[config.mk]
export PLATFORM = sky130hd
export DESIGN_NAME = bp_fe_fetch_queue_wide_flat
export DESIGN_NICKNAME = d
export VERILOG_FILES = /design/src/rtl/bp_fe_fetch_queue_wide_if.sv /design/src/rtl/bp_fe_fetch_queue_wide.sv /design/src/flat_wrapper.sv
export SDC_FILE = /design/constraint.sdc
export NUM_CORES = 2
export LEC_CHECK = 0
export ABC_AREA = 1
export BUFFER_PORTS_ARGS = -buffer_cell sky130_fd_sc_hd__buf_2
export CAP_MARGIN = 10
export CELL_PAD_IN_SITES_DETAIL_PLACEMENT = 0
export CELL_PAD_IN_SITES_GLOBAL_PLACEMENT = 1
export CORE_AREA = 2 2 383 385
export DETAILED_ROUTE_END_ITERATION = 6
export DIE_AREA = 0 0 385 387
export PLACE_DENSITY_LB_ADDON = 0.1
export SYNTH_ARGS = -nofsm -noshare
export SYNTH_HDL_FRONTEND = slang
export SYNTH_SLANG_ARGS = --single-unit
[constraint.sdc]
create_clock -name clk_i -period 33.7 [get_ports clk_i]
set_input_delay 5.055 -clock clk_i [delete_from_list [all_inputs] [get_ports clk_i]]
set_output_delay 5.055 -clock clk_i [all_outputs]
set_load 0.01 [all_outputs]
[src/rtl/bp_fe_fetch_queue_wide_if.sv]
// rtl/bp_fe_fetch_queue_wide_if.sv - enqueue/dequeue handshake bundle for the wide fetch queue
interface bp_fe_fetch_queue_wide_if #(
    parameter int vaddr_width_p = 39,
    parameter int instr_width_p = 32,
    parameter int fetch_width_p = 2,
    parameter int els_p         = 8,
    parameter int meta_width_p  = 36,
    parameter int msg_width_p   = 3
);
    logic                                   flush_i;
    logic                                   enq_v_i;
    logic                                   enq_ready_o;
    logic [vaddr_width_p-1:0]               enq_pc_i;
    logic [fetch_width_p*instr_width_p-1:0] enq_instr_i;
    logic [fetch_width_p-1:0]               enq_mask_i;
    logic [msg_width_p-1:0]                 enq_msg_i;
    logic [meta_width_p-1:0]                enq_meta_i;
    logic                                   deq_v_o;
    logic                                   deq_ready_and_i;
    logic [vaddr_width_p-1:0]               deq_pc_o;
    logic [instr_width_p-1:0]               deq_instr_o;
    logic [msg_width_p-1:0]                 deq_msg_o;
    logic [meta_width_p-1:0]                deq_meta_o;
    logic [$clog2(els_p+1)-1:0]             count_o;

    modport master (
        output flush_i, enq_v_i, enq_pc_i, enq_instr_i, enq_mask_i, enq_msg_i, enq_meta_i,
               deq_ready_and_i,
        input  enq_ready_o, deq_v_o, deq_pc_o, deq_instr_o, deq_msg_o, deq_meta_o, count_o
    );

    modport slave (
        input  flush_i, enq_v_i, enq_pc_i, enq_instr_i, enq_mask_i, enq_msg_i, enq_meta_i,
               deq_ready_and_i,
        output enq_ready_o, deq_v_o, deq_pc_o, deq_instr_o, deq_msg_o, deq_meta_o, count_o
    );
endinterface

[src/rtl/bp_fe_fetch_queue_wide.sv]
// rtl/bp_fe_fetch_queue_wide.sv - multi-lane fetch queue, group enqueue, single-entry dequeue
module bp_fe_fetch_queue_wide #(
    parameter int vaddr_width_p = 39,
    parameter int instr_width_p = 32,
    parameter int fetch_width_p = 2,
    parameter int els_p         = 8,
    parameter int meta_width_p  = 36,
    parameter int msg_width_p   = 3
) (
    input  logic                     clk_i,
    input  logic                     reset_i,
    bp_fe_fetch_queue_wide_if.slave  io
);
    localparam int ptr_w_lp = $clog2(els_p);
    localparam int cnt_w_lp = $clog2(els_p + 1);

    typedef struct packed {
        logic [vaddr_width_p-1:0] pc;
        logic [instr_width_p-1:0] instr;
        logic [msg_width_p-1:0]   msg;
        logic [meta_width_p-1:0]  meta;
    } entry_s;

    entry_s                mem_q [els_p];
    entry_s                mem_d [els_p];
    logic [ptr_w_lp-1:0]   rptr_q, rptr_d;
    logic [ptr_w_lp-1:0]   wptr_q, wptr_d;
    logic [cnt_w_lp-1:0]   count_q, count_d;
    logic [cnt_w_lp-1:0]   n_enq;
    logic                  enq_fire;
    logic                  deq_fire;
    logic                  is_exc;

    // Ready looks only at registered occupancy so it never depends on the consumer.
    assign io.enq_ready_o = ~reset_i
                          & ((cnt_w_lp'(els_p) - count_q) >= cnt_w_lp'(fetch_width_p));
    assign is_exc   = (io.enq_msg_i != '0);
    assign enq_fire = io.enq_v_i & io.enq_ready_o & ~io.flush_i;
    assign io.deq_v_o = (count_q != '0);
    assign deq_fire = io.deq_v_o & io.deq_ready_and_i;

    assign io.deq_pc_o    = mem_q[rptr_q].pc;
    assign io.deq_instr_o = mem_q[rptr_q].instr;
    assign io.deq_msg_o   = mem_q[rptr_q].msg;
    assign io.deq_meta_o  = mem_q[rptr_q].meta;
    assign io.count_o     = count_q;

    always_comb begin
        mem_d = mem_q;
        n_enq = '0;
        if (enq_fire) begin
            if (is_exc) begin
                n_enq                = cnt_w_lp'(1);
                mem_d[wptr_q].pc     = io.enq_pc_i;
                mem_d[wptr_q].instr  = io.enq_instr_i[instr_width_p-1:0];
                mem_d[wptr_q].msg    = io.enq_msg_i;
                mem_d[wptr_q].meta   = io.enq_meta_i;
            end else begin
                // Mask is contiguous from lane 0, so lane i lands at wptr+i.
                for (int i = 0; i < fetch_width_p; i++) begin
                    if (io.enq_mask_i[i]) begin
                        n_enq = n_enq + cnt_w_lp'(1);
                        mem_d[ptr_w_lp'(wptr_q + ptr_w_lp'(i))].pc =
                            io.enq_pc_i + vaddr_width_p'(4 * i);
                        mem_d[ptr_w_lp'(wptr_q + ptr_w_lp'(i))].instr =
                            io.enq_instr_i[i*instr_width_p +: instr_width_p];
                        mem_d[ptr_w_lp'(wptr_q + ptr_w_lp'(i))].msg  = '0;
                        mem_d[ptr_w_lp'(wptr_q + ptr_w_lp'(i))].meta = io.enq_meta_i;
                    end
                end
            end
        end

        wptr_d  = wptr_q + n_enq[ptr_w_lp-1:0];
        rptr_d  = rptr_q + ptr_w_lp'(deq_fire);
        count_d = count_q + n_enq - cnt_w_lp'(deq_fire);

        if (io.flush_i) begin
            wptr_d  = '0;
            rptr_d  = '0;
            count_d = '0;
        end
    end

    always_ff @(posedge clk_i) begin
        if (reset_i) begin
            rptr_q  <= '0;
            wptr_q  <= '0;
            count_q <= '0;
        end else begin
            rptr_q  <= rptr_d;
            wptr_q  <= wptr_d;
            count_q <= count_d;
        end
        mem_q <= mem_d;
    end

`ifndef SYNTHESIS
    a_count_bound: assert property (@(posedge clk_i) disable iff (reset_i)
        count_q <= cnt_w_lp'(els_p));
    a_mask_contig: assert property (@(posedge clk_i) disable iff (reset_i)
        (enq_fire && !is_exc) |->
            ((io.enq_mask_i & (io.enq_mask_i + fetch_width_p'(1))) == '0));
`endif
endmodule

[src/flat_wrapper.sv]
// flat-port wrapper written by rule: the top's interface ports become plain ports
module bp_fe_fetch_queue_wide_flat 
#(
    parameter int vaddr_width_p = 39,
    parameter int instr_width_p = 32,
    parameter int fetch_width_p = 2,
    parameter int els_p         = 8,
    parameter int meta_width_p  = 36,
    parameter int msg_width_p   = 3
)
  (clk_i, reset_i, io_flush_i, io_enq_v_i, io_enq_pc_i, io_enq_instr_i, io_enq_mask_i, io_enq_msg_i, io_enq_meta_i, io_deq_ready_and_i, io_enq_ready_o, io_deq_v_o, io_deq_pc_o, io_deq_instr_o, io_deq_msg_o, io_deq_meta_o, io_count_o);
  bp_fe_fetch_queue_wide_if #(.vaddr_width_p(vaddr_width_p), .instr_width_p(instr_width_p), .fetch_width_p(fetch_width_p), .els_p(els_p), .meta_width_p(meta_width_p), .msg_width_p(msg_width_p)) io_i ();
  input  logic clk_i;
  input  logic reset_i;
  input wire logic [$bits(io_i.flush_i)-1:0] io_flush_i;
  input wire logic [$bits(io_i.enq_v_i)-1:0] io_enq_v_i;
  input wire logic [$bits(io_i.enq_pc_i)-1:0] io_enq_pc_i;
  input wire logic [$bits(io_i.enq_instr_i)-1:0] io_enq_instr_i;
  input wire logic [$bits(io_i.enq_mask_i)-1:0] io_enq_mask_i;
  input wire logic [$bits(io_i.enq_msg_i)-1:0] io_enq_msg_i;
  input wire logic [$bits(io_i.enq_meta_i)-1:0] io_enq_meta_i;
  input wire logic [$bits(io_i.deq_ready_and_i)-1:0] io_deq_ready_and_i;
  output wire logic [$bits(io_i.enq_ready_o)-1:0] io_enq_ready_o;
  output wire logic [$bits(io_i.deq_v_o)-1:0] io_deq_v_o;
  output wire logic [$bits(io_i.deq_pc_o)-1:0] io_deq_pc_o;
  output wire logic [$bits(io_i.deq_instr_o)-1:0] io_deq_instr_o;
  output wire logic [$bits(io_i.deq_msg_o)-1:0] io_deq_msg_o;
  output wire logic [$bits(io_i.deq_meta_o)-1:0] io_deq_meta_o;
  output wire logic [$bits(io_i.count_o)-1:0] io_count_o;
  assign io_i.flush_i = io_flush_i;
  assign io_i.enq_v_i = io_enq_v_i;
  assign io_i.enq_pc_i = io_enq_pc_i;
  assign io_i.enq_instr_i = io_enq_instr_i;
  assign io_i.enq_mask_i = io_enq_mask_i;
  assign io_i.enq_msg_i = io_enq_msg_i;
  assign io_i.enq_meta_i = io_enq_meta_i;
  assign io_i.deq_ready_and_i = io_deq_ready_and_i;
  assign io_enq_ready_o = io_i.enq_ready_o;
  assign io_deq_v_o = io_i.deq_v_o;
  assign io_deq_pc_o = io_i.deq_pc_o;
  assign io_deq_instr_o = io_i.deq_instr_o;
  assign io_deq_msg_o = io_i.deq_msg_o;
  assign io_deq_meta_o = io_i.deq_meta_o;
  assign io_count_o = io_i.count_o;
  bp_fe_fetch_queue_wide #(.vaddr_width_p(vaddr_width_p), .instr_width_p(instr_width_p), .fetch_width_p(fetch_width_p), .els_p(els_p), .meta_width_p(meta_width_p), .msg_width_p(msg_width_p)) u_core (.clk_i(clk_i), .reset_i(reset_i), .io(io_i));
endmodule
**After elaboration in Yosys (flattened, before gate mapping)**

Index checks and enable logic that the tools add are counted.

- Memories: 0
- Logic and storage cells: 103
- Output and inout bits: 116
- Bits in writable memories: 0
- Input port bits: 149
- ROM bits: 0
- Bits in registers: 890
- Latch bits: 0

- Equality and inequality tests: 0
- Div/mod/pow operators: 0
- Reductions and logical operators: 5
- Add/subtract/negate cells: 8
- Mux-type cells: 40
- Bitwise logic cells: 9
- Shift operators: 0
- Multipliers: 0
- Order comparisons: 6

Operator list:

| cell | number |
|---|---|
| $bwmux 880 | 10 |
| $mux 880 | 5 |
| $demux 110 s3 | 8 |
| $mux 110 | 4 |
| $bmux 110 s3 | 1 |
| $mux 71 | 2 |
| $mux 39 | 2 |
| $mux 36 | 2 |
| $add 39x3->39 const B | 1 |
| $mux 4 | 5 |
| $ge 4x4->1 const B | 3 |
| $not 3->4 | 3 |
| $lt 4x1->1 const B | 2 |
| $add 4x1->4 const B | 1 |
| $add 4x4->4 | 1 |
| $and 1x1->1 | 4 |
| $ge 4x2->1 const B | 1 |
| $reduce_bool 4->1 | 1 |
| $sub 4x1->4 | 1 |
| $sub 4x4->4 const A | 1 |
| $add 3x1->3 | 1 |
| $add 3x1->3 const B | 1 |
| $add 3x3->3 | 1 |
| $reduce_bool 3->1 | 1 |
| 4 further kinds | 6 |

**Depth between registers and ports, before layout**

- Depth in word-level cells: 18
- Gate-level depth with buffers: 14

**Least setup slack after synthesis**

No wires, ideal clock.

- Kind: input to register
- Start point: input reset_i
- End point: register u_core.count_q[2] (netlist: u_core.io.count_o[2])
- Data arrival time: 25.620 ns
- Cell stages on the path: 9
- Setup slack: 7.952 ns
- Data required time: 33.572 ns
- Path through: or2_2 -> nor2_1 -> nand2_1 -> inv_1 -> nand3_1 -> ha_1 -> fa_1 -> xor2_1 -> nor2_1

- Cells in the longest elaborated chain, start to end: 7
- Elaborated cells between the ends (all ways): 8

RTL lines:

| element | RTL line | RTL |
|---|---|---|
| from (decl) | flat_wrapper.sv:14 | `input logic reset_i;` |
| $not 1->1 | bp_fe_fetch_queue_wide.sv:35 | `assign io.enq_ready_o = ~reset_i` |
| $and 1x1->1 | bp_fe_fetch_queue_wide.sv:36 | `& ((cnt_w_lp'(els_p) - count_q) >= cnt_w_lp'(fetch_width_p));` |
| $and 1x1->1 (2 in a row) | bp_fe_fetch_queue_wide.sv:38 | `assign enq_fire = io.enq_v_i & io.enq_ready_o & ~io.flush_i;` |
| net u_core.enq_fire | bp_fe_fetch_queue_wide.sv:30 | `logic enq_fire;` |
| $mux 4 | bp_fe_fetch_queue_wide.sv:51 | `if (enq_fire) begin` |
| $add 4x4->4 | bp_fe_fetch_queue_wide.sv:76 | `count_d = count_q + n_enq - cnt_w_lp'(deq_fire);` |
| $sub 4x1->4 | bp_fe_fetch_queue_wide.sv:76 |  |
| to (signal assigned) | bp_fe_fetch_queue_wide.sv:93 | `count_q <= count_d;` |
| to (decl) | bp_fe_fetch_queue_wide.sv:28 | `logic [cnt_w_lp-1:0] count_q, count_d;` |

The timed path passes the listed nets, and every way through them passes these cells.
A chain may end at the register's enable or synchronous reset.

**Worst setup path in the final report**

- Start point: input reset_i
- End point: output io_enq_ready_o

- Cells in the longest elaborated chain, start to end: 2

RTL lines:

| element | RTL line | RTL |
|---|---|---|
| $not 1->1 | bp_fe_fetch_queue_wide.sv:35 |  |
| $and 1x1->1 | bp_fe_fetch_queue_wide.sv:36 |  |
| to (decl) | flat_wrapper.sv:23 | `output wire logic [$bits(io_i.enq_ready_o)-1:0] io_enq_ready_o;` |

Every way passes these cells.

==> flow_summary_export.csv <==
group,metric,value,unit
run_status,outcome,"finished, final reports clean",
worst_hold_path,hold_path.startpoint,"u_core.mem_q[806]$_DFFE_PP_",
final_layout,final_common_cell,"o21ai_0",
worst_hold_path,hold-path-cell-count,2,
worst_hold_path,hp-class,"reg -> reg",
synth,ys_types,39,
critical_path,startpoint_type,"primary input",
placement,postPlaceCellArea,0.0677,sq mm
clock_tree,cts_tree,"built",
floorplanning,die_h,387,um
clock_tree,cts.repair_timing.setup_buffer_count,0,
final_layout,final_cell_area,0.0712,sq mm
floorplanning,rows,140,
critical_path,r2r_start,"u_core.io.count_o[0]$_SDFF_PP0_",
critical_path,critPathMaxFanout,2,
final_layout,area_growth,7.67,%
floorplanning,core_area,0.145,sq mm
synth,post-synth-top-area-cell,"edfxtp_1",
global_routing,antenna_found_initial,24,
route,detail-route-antenna-nets,0,
final_layout,multi_input_area,0.0337,sq mm
final_layout,nFillCells,14500,
synth,synthCells,9513,
synth,synth.top_cell.area_share,40.0,%
critical_path,arrival,5.41,ns
clock_tree,cts_buffer_depth,3,
route,vias_per_cell,6.24,
synth,synth_area,0.0661,sq mm
timing,fmax,95.6,MHz
route,vias,69700,
synth,syn-num-nets,9678,
route,avgRoutedWirePerCell,24.6,um
synth,synth_area_leaders,"edfxtp_1, o21ai_0, nand2_1",
synth,synth_seq_area_share,40.3,%
critical_path,rrSetupSlack,28.55,ns
synth,syn_area_per_cell,6.95,sq um
clock_tree,clk_pin_slew_worst_paths,0.07,ns
timing,maxSlewHeadroom,12.3,%
synth,ys_seq_elements,890,
critical_path,end_kind,"output pin",
synth,yosys_warnings,0,
route,drcViolationCount,0,
floorplanning,die-area,0.149,sq mm
final_layout,drive_above_1_share,6.82,%
timing,drv_slew,0,
pwr,leakage,28.2,nW
final_layout,seq_area,0.0266,sq mm
timing,post-route-min-period,10.46,ns
critical_path,worstPathRequired,28.64,ns
timing,min_period_over_period,31.1,%
synth,async_reset_ff_share,0,%
global_routing,grt_max_degree,196,
clock_tree,htreeDepth,3,
global_routing,grt_use_total,35.7,%
timing,fin_tns_setup,0,ns
critical_path,critPathKind,"in -> out",
floorplanning,start_util,45.6,%
final_layout,nNetsFinal,9327,
timing,setup_viol,0,
job,drv_cap,0,
clock_tree,post_cts_resized,0,
final_layout,mostFrequentLayoutCells,"o21ai_0, nand2_1, a21oi_1, nor2_1, edfxtp_1",
global_routing,gr-total-overflow,0,
clock_tree,cts_inserted_buffers,112,
floorplanning,die_w,385,um
synth,ys.flop_type,"edfxtp_1",
timing,hold-worst-slack,0.563,ns
clock_tree,cts_hold_buf,0,
clock_tree,clk_latency,0.76,ns
global_routing,grt_pass1_wl,410,mm
pwr,peakVddDrop,0.0000431,V
clock_tree,clkSinkCount,890,
route,firstDrtPassIters,6,
synth,synth_edf_count,880,
clock_tree,ctsRootBufferMaster,"clkbuf_16",
placement,dp_hpwl,148,mm
critical_path,r2r_end,"u_core.mem_q[392]$_DFFE_PP_",
placement,io_buffers,264,
placement,place_congestion,0.836,
timing,rsz0062_at_grt,"no",
timing,tightest_slew,1.32,ns
global_routing,grt_pass1_vias,63700,
worst_hold_path,holdPathEnd,"u_core.mem_q[806]$_DFFE_PP_",
critical_path,reg2reg_depth,10,
timing,final.setup_skew,0.0212,ns
route,routed_wl,275,mm
pwr,power_density,47.7,mW/mm^2
floorplanning,io_pins,265,
timing,hold_viol_final,0,
route,drt_iter0_markers,8864,
[how the worst max path moves through the flow]
stage / startpoint / endpoint / slack [ns] / depth (start not counted)
after floorplan: reset_i / u_core.io.count_o[2]$_SDFF_PP0_ / 7.95 / 9
after global placement: reset_i / io_enq_ready_o / 23.20 / 5
after detailed placement: reset_i / io_enq_ready_o / 23.23 / 5
after CTS: reset_i / io_enq_ready_o / 23.23 / 5
after global routing: reset_i / io_enq_ready_o / 23.19 / 5
final: reset_i / io_enq_ready_o / 23.24 / 5
[area by class of cell]
cell class	instances	area share, %
clock inverter	59	0.608
multi-input combinational	7068	47.3
antenna	11	0.0387
tap	1917	3.37
timing repair buffer	379	3.21
clock buffer	146	4.19
inverter	711	3.81
sequential	890	37.4
[sequential cells by signal, indices dropped and copies added (netlist names)]
| register | count |
|---|---|
| u_core.mem_q | 880 |
| u_core.io.count_o | 4 |
| u_core.rptr_q | 3 |
| u_core.wptr_q | 3 |
[report_power, final]
part / internal [mW] / total (mW) / switching (mW)
Sequential: 1.38 / 1.44 / 0.0596
Clock: 0.657 / 1.19 / 0.528
Combinational: 0.222 / 0.767 / 0.545
Total: 2.26 / 3.40 / 1.13
[worst max-delay path: stages]
cell and delay (ns):
buf_2 0.10, inv_1 0.05, nand2_1 0.04, inv_1 0.05, buf_2 0.11
[cell families after synthesis]
group                    after synthesis  synth area share, %
AO/OA/AOI/OAI                       3808                 30.9
AND/OR/NAND/NOR                     3220                 19.0
buffers and inverters               1555                 9.16
flip-flops                           890                 40.3
adder cells (fa/ha/maj)               16                0.326
XOR/XNOR                              12                0.159
multiplexers                          12                0.182
[cell usage after synthesis (14+ instances only)]
cell type,n
o21ai_0,2131
nand2_1,1992
a21oi_1,970
nor2_1,957
edfxtp_1,880
inv_1,684
clkbuf_1,619
o211ai_1,343
nand3_1,212
o22ai_1,169
buf_2,151
a31oi_1,106
buf_1,66
o21ai_1,46
o221ai_1,32
or2_2,30
inv_2,15
ha_1,14
[metal layers]
metal | track usage, % | part of all wire [%] | wire [um]
met1 | 49.0 | 41 | 112000
met2 | 57.2 | 45 | 125000
met3 | 4.61 | 9.8 | 27100
met4 | 13.5 | 4.1 | 11300
met5 | 0 | 0.042 | 115
[through the flow]
stage | setup WS, ns | std cells | utilization, % | power, mW
floorplan | 7.95 | 9513 | - | 2.07
global placement | 23.20 | 11000 | 46.7 | 2.20
detailed placement | 23.23 | 11000 | 46.7 | 2.22
CTS | 23.23 | 11200 | 49.1 | 3.40
global route | 23.19 | 11200 | 49.1 | 3.54
finish | 23.24 | 11200 | 49.1 | 3.40
Note: power is estimated with default switching activity, not from simulation.
